**src/rtl/instruction_sequencer_if.sv**
```systemverilog
// Sequencer-side bundle: instruction/ack/flag inputs and decoded control strobes.
// Sequencer uses the master modport; the ROM/RAM/ALU environment uses slave.
interface instruction_sequencer_if #(
  parameter int OP_BITS         = 4,
  parameter int MODE_WIDTH      = 4,
  parameter int OPERAND_WIDTH   = 8,
  parameter int ADDR_MODE_WIDTH = 2
) ();
  localparam int ROM_WIDTH = OP_BITS + MODE_WIDTH + OPERAND_WIDTH;

  logic [ROM_WIDTH-1:0]       rom_in;
  logic                       rom_valid;
  logic                       mem_ready;
  logic                       zero_flag;
  logic                       sign_flag;
  logic                       resume;
  logic [OPERAND_WIDTH-1:0]   operand_out;
  logic [ADDR_MODE_WIDTH-1:0] addr_mode_out;
  logic [OP_BITS-1:0]         alu_op_out;
  logic                       fetch_ena;
  logic                       execute_ena;
  logic                       write_ram_ena;
  logic                       write_reg_ena;
  logic                       jump_ena;
  logic                       halted;
  logic                       illegal;

  modport master (
    input  rom_in, rom_valid, mem_ready, zero_flag, sign_flag, resume,
    output operand_out, addr_mode_out, alu_op_out, fetch_ena, execute_ena,
           write_ram_ena, write_reg_ena, jump_ena, halted, illegal
  );

  modport slave (
    output rom_in, rom_valid, mem_ready, zero_flag, sign_flag, resume,
    input  operand_out, addr_mode_out, alu_op_out, fetch_ena, execute_ena,
           write_ram_ena, write_reg_ena, jump_ena, halted, illegal
  );
endinterface

```
**src/rtl/instruction_sequencer.sv**
```systemverilog
// Multi-cycle instruction sequencer: FETCH/EXECUTE/EXECUTE_2/WRITE_BACK/HALT FSM over a latched IR.
// Outputs are combinational from state+IR; any DIR/INDIR access stalls in place until mem_ready.
module instruction_sequencer #(
  parameter int OP_BITS         = 4,
  parameter int MODE_WIDTH      = 4,
  parameter int OPERAND_WIDTH   = 8,
  parameter int ADDR_MODE_WIDTH = 2
) (
  input logic                    clk,
  input logic                    rst,
  instruction_sequencer_if.master bus
);
  localparam int ROM_WIDTH = OP_BITS + MODE_WIDTH + OPERAND_WIDTH;
  localparam int HALF      = OPERAND_WIDTH / 2;

  localparam logic [2:0] S_FETCH      = 3'd0;
  localparam logic [2:0] S_EXECUTE    = 3'd1;
  localparam logic [2:0] S_EXECUTE_2  = 3'd2;
  localparam logic [2:0] S_WRITE_BACK = 3'd3;
  localparam logic [2:0] S_HALT       = 3'd4;

  localparam logic [ADDR_MODE_WIDTH-1:0] AM_IMME  = ADDR_MODE_WIDTH'(0);
  localparam logic [ADDR_MODE_WIDTH-1:0] AM_DIR   = ADDR_MODE_WIDTH'(1);
  localparam logic [ADDR_MODE_WIDTH-1:0] AM_INDIR = ADDR_MODE_WIDTH'(2);
  localparam logic [ADDR_MODE_WIDTH-1:0] AM_REG   = ADDR_MODE_WIDTH'(3);

  localparam logic [MODE_WIDTH-1:0] M_NOP   = MODE_WIDTH'(0);
  localparam logic [MODE_WIDTH-1:0] M_IMM   = MODE_WIDTH'(1);
  localparam logic [MODE_WIDTH-1:0] M_LOAD  = MODE_WIDTH'(2);
  localparam logic [MODE_WIDTH-1:0] M_STORE = MODE_WIDTH'(3);
  localparam logic [MODE_WIDTH-1:0] M_R2R   = MODE_WIDTH'(4);
  localparam logic [MODE_WIDTH-1:0] M_R2M   = MODE_WIDTH'(5);
  localparam logic [MODE_WIDTH-1:0] M_M2R   = MODE_WIDTH'(6);
  localparam logic [MODE_WIDTH-1:0] M_M2M   = MODE_WIDTH'(7);
  localparam logic [MODE_WIDTH-1:0] M_HALT  = MODE_WIDTH'(8);

  localparam logic [OP_BITS-1:0] OP_PASS = OP_BITS'(0);
  localparam logic [OP_BITS-1:0] OP_ADD  = OP_BITS'(1);
  localparam logic [OP_BITS-1:0] OP_SUB  = OP_BITS'(2);
  localparam logic [OP_BITS-1:0] OP_AND  = OP_BITS'(7);
  localparam logic [OP_BITS-1:0] OP_OR   = OP_BITS'(8);
  localparam logic [OP_BITS-1:0] OP_XOR  = OP_BITS'(9);
  localparam logic [OP_BITS-1:0] OP_JA   = OP_BITS'(11);
  localparam logic [OP_BITS-1:0] OP_JZ   = OP_BITS'(12);
  localparam logic [OP_BITS-1:0] OP_JS   = OP_BITS'(13);
  localparam logic [OP_BITS-1:0] OP_JNZ  = OP_BITS'(14);
  localparam logic [OP_BITS-1:0] OP_JNS  = OP_BITS'(15);

  logic [2:0]                 state, state_nxt;
  logic [ROM_WIDTH-1:0]       ir;
  logic                       illegal_q;

  logic [OP_BITS-1:0]         opcode;
  logic [MODE_WIDTH-1:0]      mode;
  logic [OPERAND_WIDTH-1:0]   operand, src_field, dst_field;
  logic [ADDR_MODE_WIDTH-1:0] src_mode, dst_mode;
  logic                       two_op, mode_illegal, math2, is_jump, jump_cond, mem_wait;

  logic [OPERAND_WIDTH-1:0]   operand_o;
  logic [ADDR_MODE_WIDTH-1:0] addr_mode_o;
  logic [OP_BITS-1:0]         alu_op_o;
  logic                       fetch_o, exec_o, wram_o, wreg_o, jump_o, halted_o;

  assign opcode    = ir[ROM_WIDTH-1 -: OP_BITS];
  assign mode      = ir[OPERAND_WIDTH +: MODE_WIDTH];
  assign operand   = ir[OPERAND_WIDTH-1:0];
  assign src_field = OPERAND_WIDTH'(operand[OPERAND_WIDTH-1:HALF]);
  assign dst_field = OPERAND_WIDTH'(operand[HALF-1:0]);

  assign math2   = (opcode == OP_ADD) || (opcode == OP_SUB) || (opcode == OP_AND) ||
                   (opcode == OP_OR)  || (opcode == OP_XOR);
  assign is_jump = (opcode >= OP_JA);

  always_comb begin
    src_mode     = AM_IMME;
    dst_mode     = AM_IMME;
    two_op       = 1'b0;
    mode_illegal = 1'b0;
    case (mode)
      M_NOP, M_IMM, M_HALT: begin end
      M_LOAD, M_STORE:      src_mode = AM_DIR;
      M_R2R: begin src_mode = AM_REG;   dst_mode = AM_REG;   two_op = 1'b1; end
      M_R2M: begin src_mode = AM_REG;   dst_mode = AM_INDIR; two_op = 1'b1; end
      M_M2R: begin src_mode = AM_INDIR; dst_mode = AM_REG;   two_op = 1'b1; end
      M_M2M: begin src_mode = AM_INDIR; dst_mode = AM_INDIR; two_op = 1'b1; end
      default: mode_illegal = 1'b1;
    endcase
  end

  always_comb begin
    jump_cond = 1'b0;
    case (opcode)
      OP_JA:   jump_cond = 1'b1;
      OP_JZ:   jump_cond = bus.zero_flag;
      OP_JS:   jump_cond = bus.sign_flag;
      OP_JNZ:  jump_cond = !bus.zero_flag;
      OP_JNS:  jump_cond = !bus.sign_flag;
      default: jump_cond = 1'b0;
    endcase
  end

  always_comb begin
    state_nxt   = state;
    operand_o   = '0;
    addr_mode_o = AM_IMME;
    alu_op_o    = OP_PASS;
    fetch_o     = 1'b0;
    exec_o      = 1'b0;
    wram_o      = 1'b0;
    wreg_o      = 1'b0;
    jump_o      = 1'b0;
    halted_o    = 1'b0;
    mem_wait    = 1'b0;
    case (state)
      S_FETCH: begin
        fetch_o = 1'b1;
        if (bus.rom_valid) state_nxt = S_EXECUTE;
      end
      S_EXECUTE: begin
        // First pass of a two-operand math op only moves the source, so the ALU passes it through.
        alu_op_o    = (math2 && mode != M_IMM) ? OP_PASS : opcode;
        operand_o   = two_op ? src_field : operand;
        addr_mode_o = src_mode;
        mem_wait    = ((src_mode == AM_DIR) || (src_mode == AM_INDIR)) && !bus.mem_ready;
        wram_o      = (mode == M_STORE);
        if (!mem_wait) begin
          exec_o = !((mode == M_NOP) || (mode == M_STORE) || (mode == M_HALT) ||
                     mode_illegal || is_jump);
          jump_o = is_jump && jump_cond;
          if (mode == M_HALT)                         state_nxt = S_HALT;
          else if (math2 && mode != M_IMM && two_op)  state_nxt = S_EXECUTE_2;
          else if (two_op && !jump_o)                 state_nxt = S_WRITE_BACK;
          else                                        state_nxt = S_FETCH;
        end
      end
      S_EXECUTE_2: begin
        alu_op_o    = opcode;
        operand_o   = dst_field;
        addr_mode_o = dst_mode;
        mem_wait    = (dst_mode == AM_INDIR) && !bus.mem_ready;
        if (!mem_wait) begin
          exec_o    = 1'b1;
          state_nxt = S_WRITE_BACK;
        end
      end
      S_WRITE_BACK: begin
        operand_o   = dst_field;
        addr_mode_o = dst_mode;
        wreg_o      = (dst_mode == AM_REG);
        wram_o      = (dst_mode == AM_INDIR);
        mem_wait    = (dst_mode == AM_INDIR) && !bus.mem_ready;
        if (!mem_wait) state_nxt = S_FETCH;
      end
      S_HALT: begin
        halted_o = 1'b1;
        if (bus.resume) state_nxt = S_FETCH;
      end
      default: state_nxt = S_FETCH;
    endcase
  end

  always_ff @(posedge clk or posedge rst) begin
    if (rst) begin
      state     <= S_FETCH;
      ir        <= '0;
      illegal_q <= 1'b0;
    end else begin
      state <= state_nxt;
      if (state == S_FETCH && bus.rom_valid) ir <= bus.rom_in;
      if (state == S_EXECUTE && mode_illegal) illegal_q <= 1'b1;
    end
  end

  assign bus.operand_out   = operand_o;
  assign bus.addr_mode_out = addr_mode_o;
  assign bus.alu_op_out    = alu_op_o;
  assign bus.fetch_ena     = fetch_o;
  assign bus.execute_ena   = exec_o;
  assign bus.write_ram_ena = wram_o;
  assign bus.write_reg_ena = wreg_o;
  assign bus.jump_ena      = jump_o;
  assign bus.halted        = halted_o;
  assign bus.illegal       = illegal_q;
endmodule

```
**src/flat_wrapper.sv**
```systemverilog
// flat-port wrapper written by rule: the top's interface ports become plain ports
module instruction_sequencer_flat 
#(
  parameter int OP_BITS         = 4,
  parameter int MODE_WIDTH      = 4,
  parameter int OPERAND_WIDTH   = 8,
  parameter int ADDR_MODE_WIDTH = 2
)
  (clk, rst, bus_rom_in, bus_rom_valid, bus_mem_ready, bus_zero_flag, bus_sign_flag, bus_resume, bus_operand_out, bus_addr_mode_out, bus_alu_op_out, bus_fetch_ena, bus_execute_ena, bus_write_ram_ena, bus_write_reg_ena, bus_jump_ena, bus_halted, bus_illegal);
  instruction_sequencer_if #(.OP_BITS(OP_BITS), .MODE_WIDTH(MODE_WIDTH), .OPERAND_WIDTH(OPERAND_WIDTH), .ADDR_MODE_WIDTH(ADDR_MODE_WIDTH)) bus_i ();
  input logic clk;
  input logic rst;
  input wire logic [$bits(bus_i.rom_in)-1:0] bus_rom_in;
  input wire logic [$bits(bus_i.rom_valid)-1:0] bus_rom_valid;
  input wire logic [$bits(bus_i.mem_ready)-1:0] bus_mem_ready;
  input wire logic [$bits(bus_i.zero_flag)-1:0] bus_zero_flag;
  input wire logic [$bits(bus_i.sign_flag)-1:0] bus_sign_flag;
  input wire logic [$bits(bus_i.resume)-1:0] bus_resume;
  output wire logic [$bits(bus_i.operand_out)-1:0] bus_operand_out;
  output wire logic [$bits(bus_i.addr_mode_out)-1:0] bus_addr_mode_out;
  output wire logic [$bits(bus_i.alu_op_out)-1:0] bus_alu_op_out;
  output wire logic [$bits(bus_i.fetch_ena)-1:0] bus_fetch_ena;
  output wire logic [$bits(bus_i.execute_ena)-1:0] bus_execute_ena;
  output wire logic [$bits(bus_i.write_ram_ena)-1:0] bus_write_ram_ena;
  output wire logic [$bits(bus_i.write_reg_ena)-1:0] bus_write_reg_ena;
  output wire logic [$bits(bus_i.jump_ena)-1:0] bus_jump_ena;
  output wire logic [$bits(bus_i.halted)-1:0] bus_halted;
  output wire logic [$bits(bus_i.illegal)-1:0] bus_illegal;
  assign bus_i.rom_in = bus_rom_in;
  assign bus_i.rom_valid = bus_rom_valid;
  assign bus_i.mem_ready = bus_mem_ready;
  assign bus_i.zero_flag = bus_zero_flag;
  assign bus_i.sign_flag = bus_sign_flag;
  assign bus_i.resume = bus_resume;
  assign bus_operand_out = bus_i.operand_out;
  assign bus_addr_mode_out = bus_i.addr_mode_out;
  assign bus_alu_op_out = bus_i.alu_op_out;
  assign bus_fetch_ena = bus_i.fetch_ena;
  assign bus_execute_ena = bus_i.execute_ena;
  assign bus_write_ram_ena = bus_i.write_ram_ena;
  assign bus_write_reg_ena = bus_i.write_reg_ena;
  assign bus_jump_ena = bus_i.jump_ena;
  assign bus_halted = bus_i.halted;
  assign bus_illegal = bus_i.illegal;
  instruction_sequencer #(.OP_BITS(OP_BITS), .MODE_WIDTH(MODE_WIDTH), .OPERAND_WIDTH(OPERAND_WIDTH), .ADDR_MODE_WIDTH(ADDR_MODE_WIDTH)) u_core (.clk(clk), .rst(rst), .bus(bus_i));
endmodule
```
**config.mk**
```make
export PLATFORM = sky130hd
export DESIGN_NAME = instruction_sequencer_flat
export DESIGN_NICKNAME = d
export VERILOG_FILES = /design/src/rtl/instruction_sequencer_if.sv /design/src/rtl/instruction_sequencer.sv /design/src/flat_wrapper.sv
export SDC_FILE = /design/constraint.sdc
export NUM_CORES = 1
export LEC_CHECK = 0
export ABC_CLOCK_PERIOD_IN_PS = 4800
export CORE_MARGIN = 2
export CORE_UTILIZATION = 48
export DETAILED_ROUTE_END_ITERATION = 10
export GPL_TIMING_DRIVEN = 1
export PLACE_DENSITY_LB_ADDON = 0.12
export SLEW_MARGIN = 20
export SYNTH_ARGS = -nofsm -noshare
export SYNTH_HDL_FRONTEND = slang
export SYNTH_SLANG_ARGS = --single-unit
```
**constraint.sdc**
```tcl
create_clock -name clk -period 4.8 [get_ports clk]
set_clock_uncertainty 0.2 [all_clocks]
set_input_delay 0.48 -clock clk [delete_from_list [all_inputs] [get_ports clk]]
set_output_delay 0.48 -clock clk [all_outputs]
set_load 0.02 [all_outputs]
```
==> flow_summary.yaml <==
critical_path:
  r2r_cells: 3
  endpoint: "bus_operand_out[4]"
  crit_start: "u_core.state[0]$_DFFE_PP0P_"
  end_kind: "output port"
  crit_required_ps: 4120
  worst-path-buf-inv: 2
  path_class: "reg -> out"
  crit_chain: "inv_1 -> nor3_1 -> and3_1 -> clkdlybuf4s50_1"
  regToRegSetupSlack_ps: 2570
  worst-path-max-fanout: 14
  r2r-start: "u_core.state[0]$_DFFE_PP0P_"
  max_stage_delay_ps: 660
  crit_slowest_cell: "dfrtp_1"
  arrival_ps: 2480
  path_depth: 4
  cpLargestDelayFamily: "simple AND/OR/NAND/NOR gates"
  timing.rr.end: "u_core.ir[9]$_DFFE_PP0P_"
  worstSetupStartpointType: "flop"
yosys:
  yosysSeqAreaShare: 0.395
  synth_area_leader_cell: "dfrtp_1"
  syn-cell-area_um2: 1270
  postSynthAreaPerCell_um2: 10.7
  synth_area_leaders: "dfrtp_1, mux2_2, nor3b_1"
  syn-instance-count: 118
  ys_ff_latch: 20
  synth_nets: 141
  synth.distinct_cells: 43
  synth_top_area_share: 0.395
  yosys_warnings: 0
global_route:
  gr-total-overflow: 0
  antenna_found_initial: 0
  grt_max_degree: 21
  grt_pass1_wl_mm: 4.91
  grt_pass1_vias: 1064
  gr-usage-all-layers: 0.200
timing:
  max_slew_margin: 0.451
  rsz0062_at_grt: "no"
  tightestPinTransition_ps: 823
  max_clock_freq_ghz: 0.317
  setup_slack_ps: 1640
  drv_slew: 0
  finalCriticalPeriod_ps: 3160
  tns_ps: 0
  period_share: 0.658
  finalHoldViolations: 0
  finalSetupViolCount: 0
job:
  cap_violations: 0
routing:
  first_pass_iters: 4
  drtIter0Drc: 32
  via_per_inst: 5.70
  vias: 1065
  drt-wirelength-per-cell_um: 15.4
  drtAntennaViolNets: 0
  drt_wl_total_mm: 2.88
  remaining_drc_errors: 0
floorplanning:
  io_pins: 44
  fp.dieH_um: 55.4
  die_x_um: 55.4
  initial_utilization: 0.507
  row_count: 18
  fp.coreArea_um2: 2500
  design.die.area_um2: 3070
clocking:
  cts_sinks: 20
  numCtsBuffers: 3
  htree_levels: 1
  cts_buffer_depth: 2
  cts_repair_resize_count: 0
  root_buffer: "clkbuf_4"
  holdBufCountCts: 0
  clkTransAtPathRegs_ps: 110
  post_cts_buffers: 0
  clock_latency_ps: 300
  cts_tree: "built"
final_layout:
  finalNetCount: 181
  fillCellCount: 211
  antenna_cells: 0
  syn_to_final_growth_pct: 37.5
  layout_common_cells: "clkdlybuf4s50_1, dfrtp_1, mux2_2"
  final_layout_size_suffix_gt1_frac: 0.191
  final_common_cell: "clkdlybuf4s50_1"
  fin_cells: 187
power:
  ir_drop_uv: 460
  total_power_w: 0.00120
  p_leak_nw: 0.686
  power_density_nw_per_um2: 690
worst_hold_path:
  min_path_type: "reg -> reg"
  hold_depth: 1
placed_design:
  post-place-cells: 183
  io_buffers: 43
  routabilityCongestion: 0.824
  place_worst_setup_slack_ps: 1880
  hpwlAfterDp_mm: 2.06
outcome:
  status: "complete, no violations"
-- area by class of cell --
type | count | area (µm²) | area share
multi-input combinational | 87 | 711 | 0.408
sequential | 20 | 500 | 0.287
timing repair buffer | 43 | 430 | 0.247
tap | 30 | 37.5 | 0.0215
clock inverter | 1 | 30.0 | 0.0172
clock buffer | 3 | 22.5 | 0.0129
inverter | 3 | 11.3 | 0.00646
-- flip-flops by register name, indices dropped and copies added (netlist names) --
signal	cells
u_core.bus.illegal	1
u_core.state	3
u_core.ir	16
-- Yosys cell counts --
| library cell | n |
|---|---|
| o31a_2 | 1 |
| o31ai_1 | 1 |
| a22oi_1 | 4 |
| a21o_1 | 1 |
| buf_1 | 1 |
| dfrtp_1 | 20 |
| nor3b_1 | 5 |
| xnor2_1 | 2 |
| o211ai_1 | 1 |
| o41ai_2 | 1 |
| nor3b_4 | 1 |
| or3_1 | 1 |
| a21oi_1 | 3 |
| mux2_1 | 1 |
| or3b_4 | 1 |
| nand2b_1 | 3 |
| nor4_1 | 1 |
| a21boi_0 | 1 |
| inv_1 | 3 |
| nor3_1 | 3 |
| and4bb_2 | 1 |
| o32ai_2 | 1 |
| o2bb2ai_1 | 1 |
| and3_1 | 4 |
| nor4b_1 | 1 |
| nor3_2 | 1 |
| buf_6 | 1 |
| and2_1 | 5 |
| nor2_1 | 6 |
| o21ai_0 | 1 |
| buf_2 | 6 |
| nand2_1 | 3 |
| nor2b_2 | 1 |
| o22ai_2 | 1 |
| mux2_2 | 15 |
| a211oi_1 | 2 |
| a211oi_2 | 1 |
| xor2_1 | 4 |
| a31o_2 | 1 |
| nor2b_1 | 2 |
| and4b_1 | 1 |
| a211o_1 | 1 |
| nand3b_1 | 3 |
-- how the worst min path moves through the flow --
stage                                        start                        endpoint  slack, ps
floorplan                                      rst  u_core.bus.illegal$_DFFE_PP0P_        240
detailed placement  u_core.bus.illegal$_DFFE_PP0P_  u_core.bus.illegal$_DFFE_PP0P_        260
finish              u_core.bus.illegal$_DFFE_PP0P_  u_core.bus.illegal$_DFFE_PP0P_        290
CTS                 u_core.bus.illegal$_DFFE_PP0P_  u_core.bus.illegal$_DFFE_PP0P_        300
global placement    u_core.bus.illegal$_DFFE_PP0P_  u_core.bus.illegal$_DFFE_PP0P_        250
global route        u_core.bus.illegal$_DFFE_PP0P_  u_core.bus.illegal$_DFFE_PP0P_        310
-- through the flow --
stage                     area (µm²)  hold WS [ps]   util
after floorplan                 1270           244      -
after global placement          1690           254  0.676
after detailed placement        1690           265  0.676
after CTS                       1740           295  0.697
after global routing            1740           312  0.697
final                           1740           288  0.697
-- where the power goes --
group | total [W] | leakage (nW) | internal (W) | switching (W)
registers | 0.000383 | 0.236 | 0.000245 | 0.000138
logic | 0.000683 | 0.423 | 0.000372 | 0.000311
clock network | 0.000136 | 0.0279 | 0.0000844 | 0.0000514
total | 0.00120 | 0.686 | 0.000701 | 0.000501
-- kinds of logic (layout without fill, tap and decap cells) --
family / after synthesis / in the layout / share of synthesized area
simple gates: 43 / 43 / 0.228
compound gates: 22 / 22 / 0.149
flops: 20 / 20 / 0.395
mux: 16 / 16 / 0.142
buf+inv: 11 / 50 / 0.0444
xor+xnor: 6 / 6 / 0.0415
-- metal layers --
layer	vias up	track usage	wire, µm
met5	-	0	0
li1	509	-	-
met4	0	0.0627	15
met2	33	0.333	1430
met1	521	0.263	1290
met3	2	0.0328	145
Power figures use the tool's default switching activity.
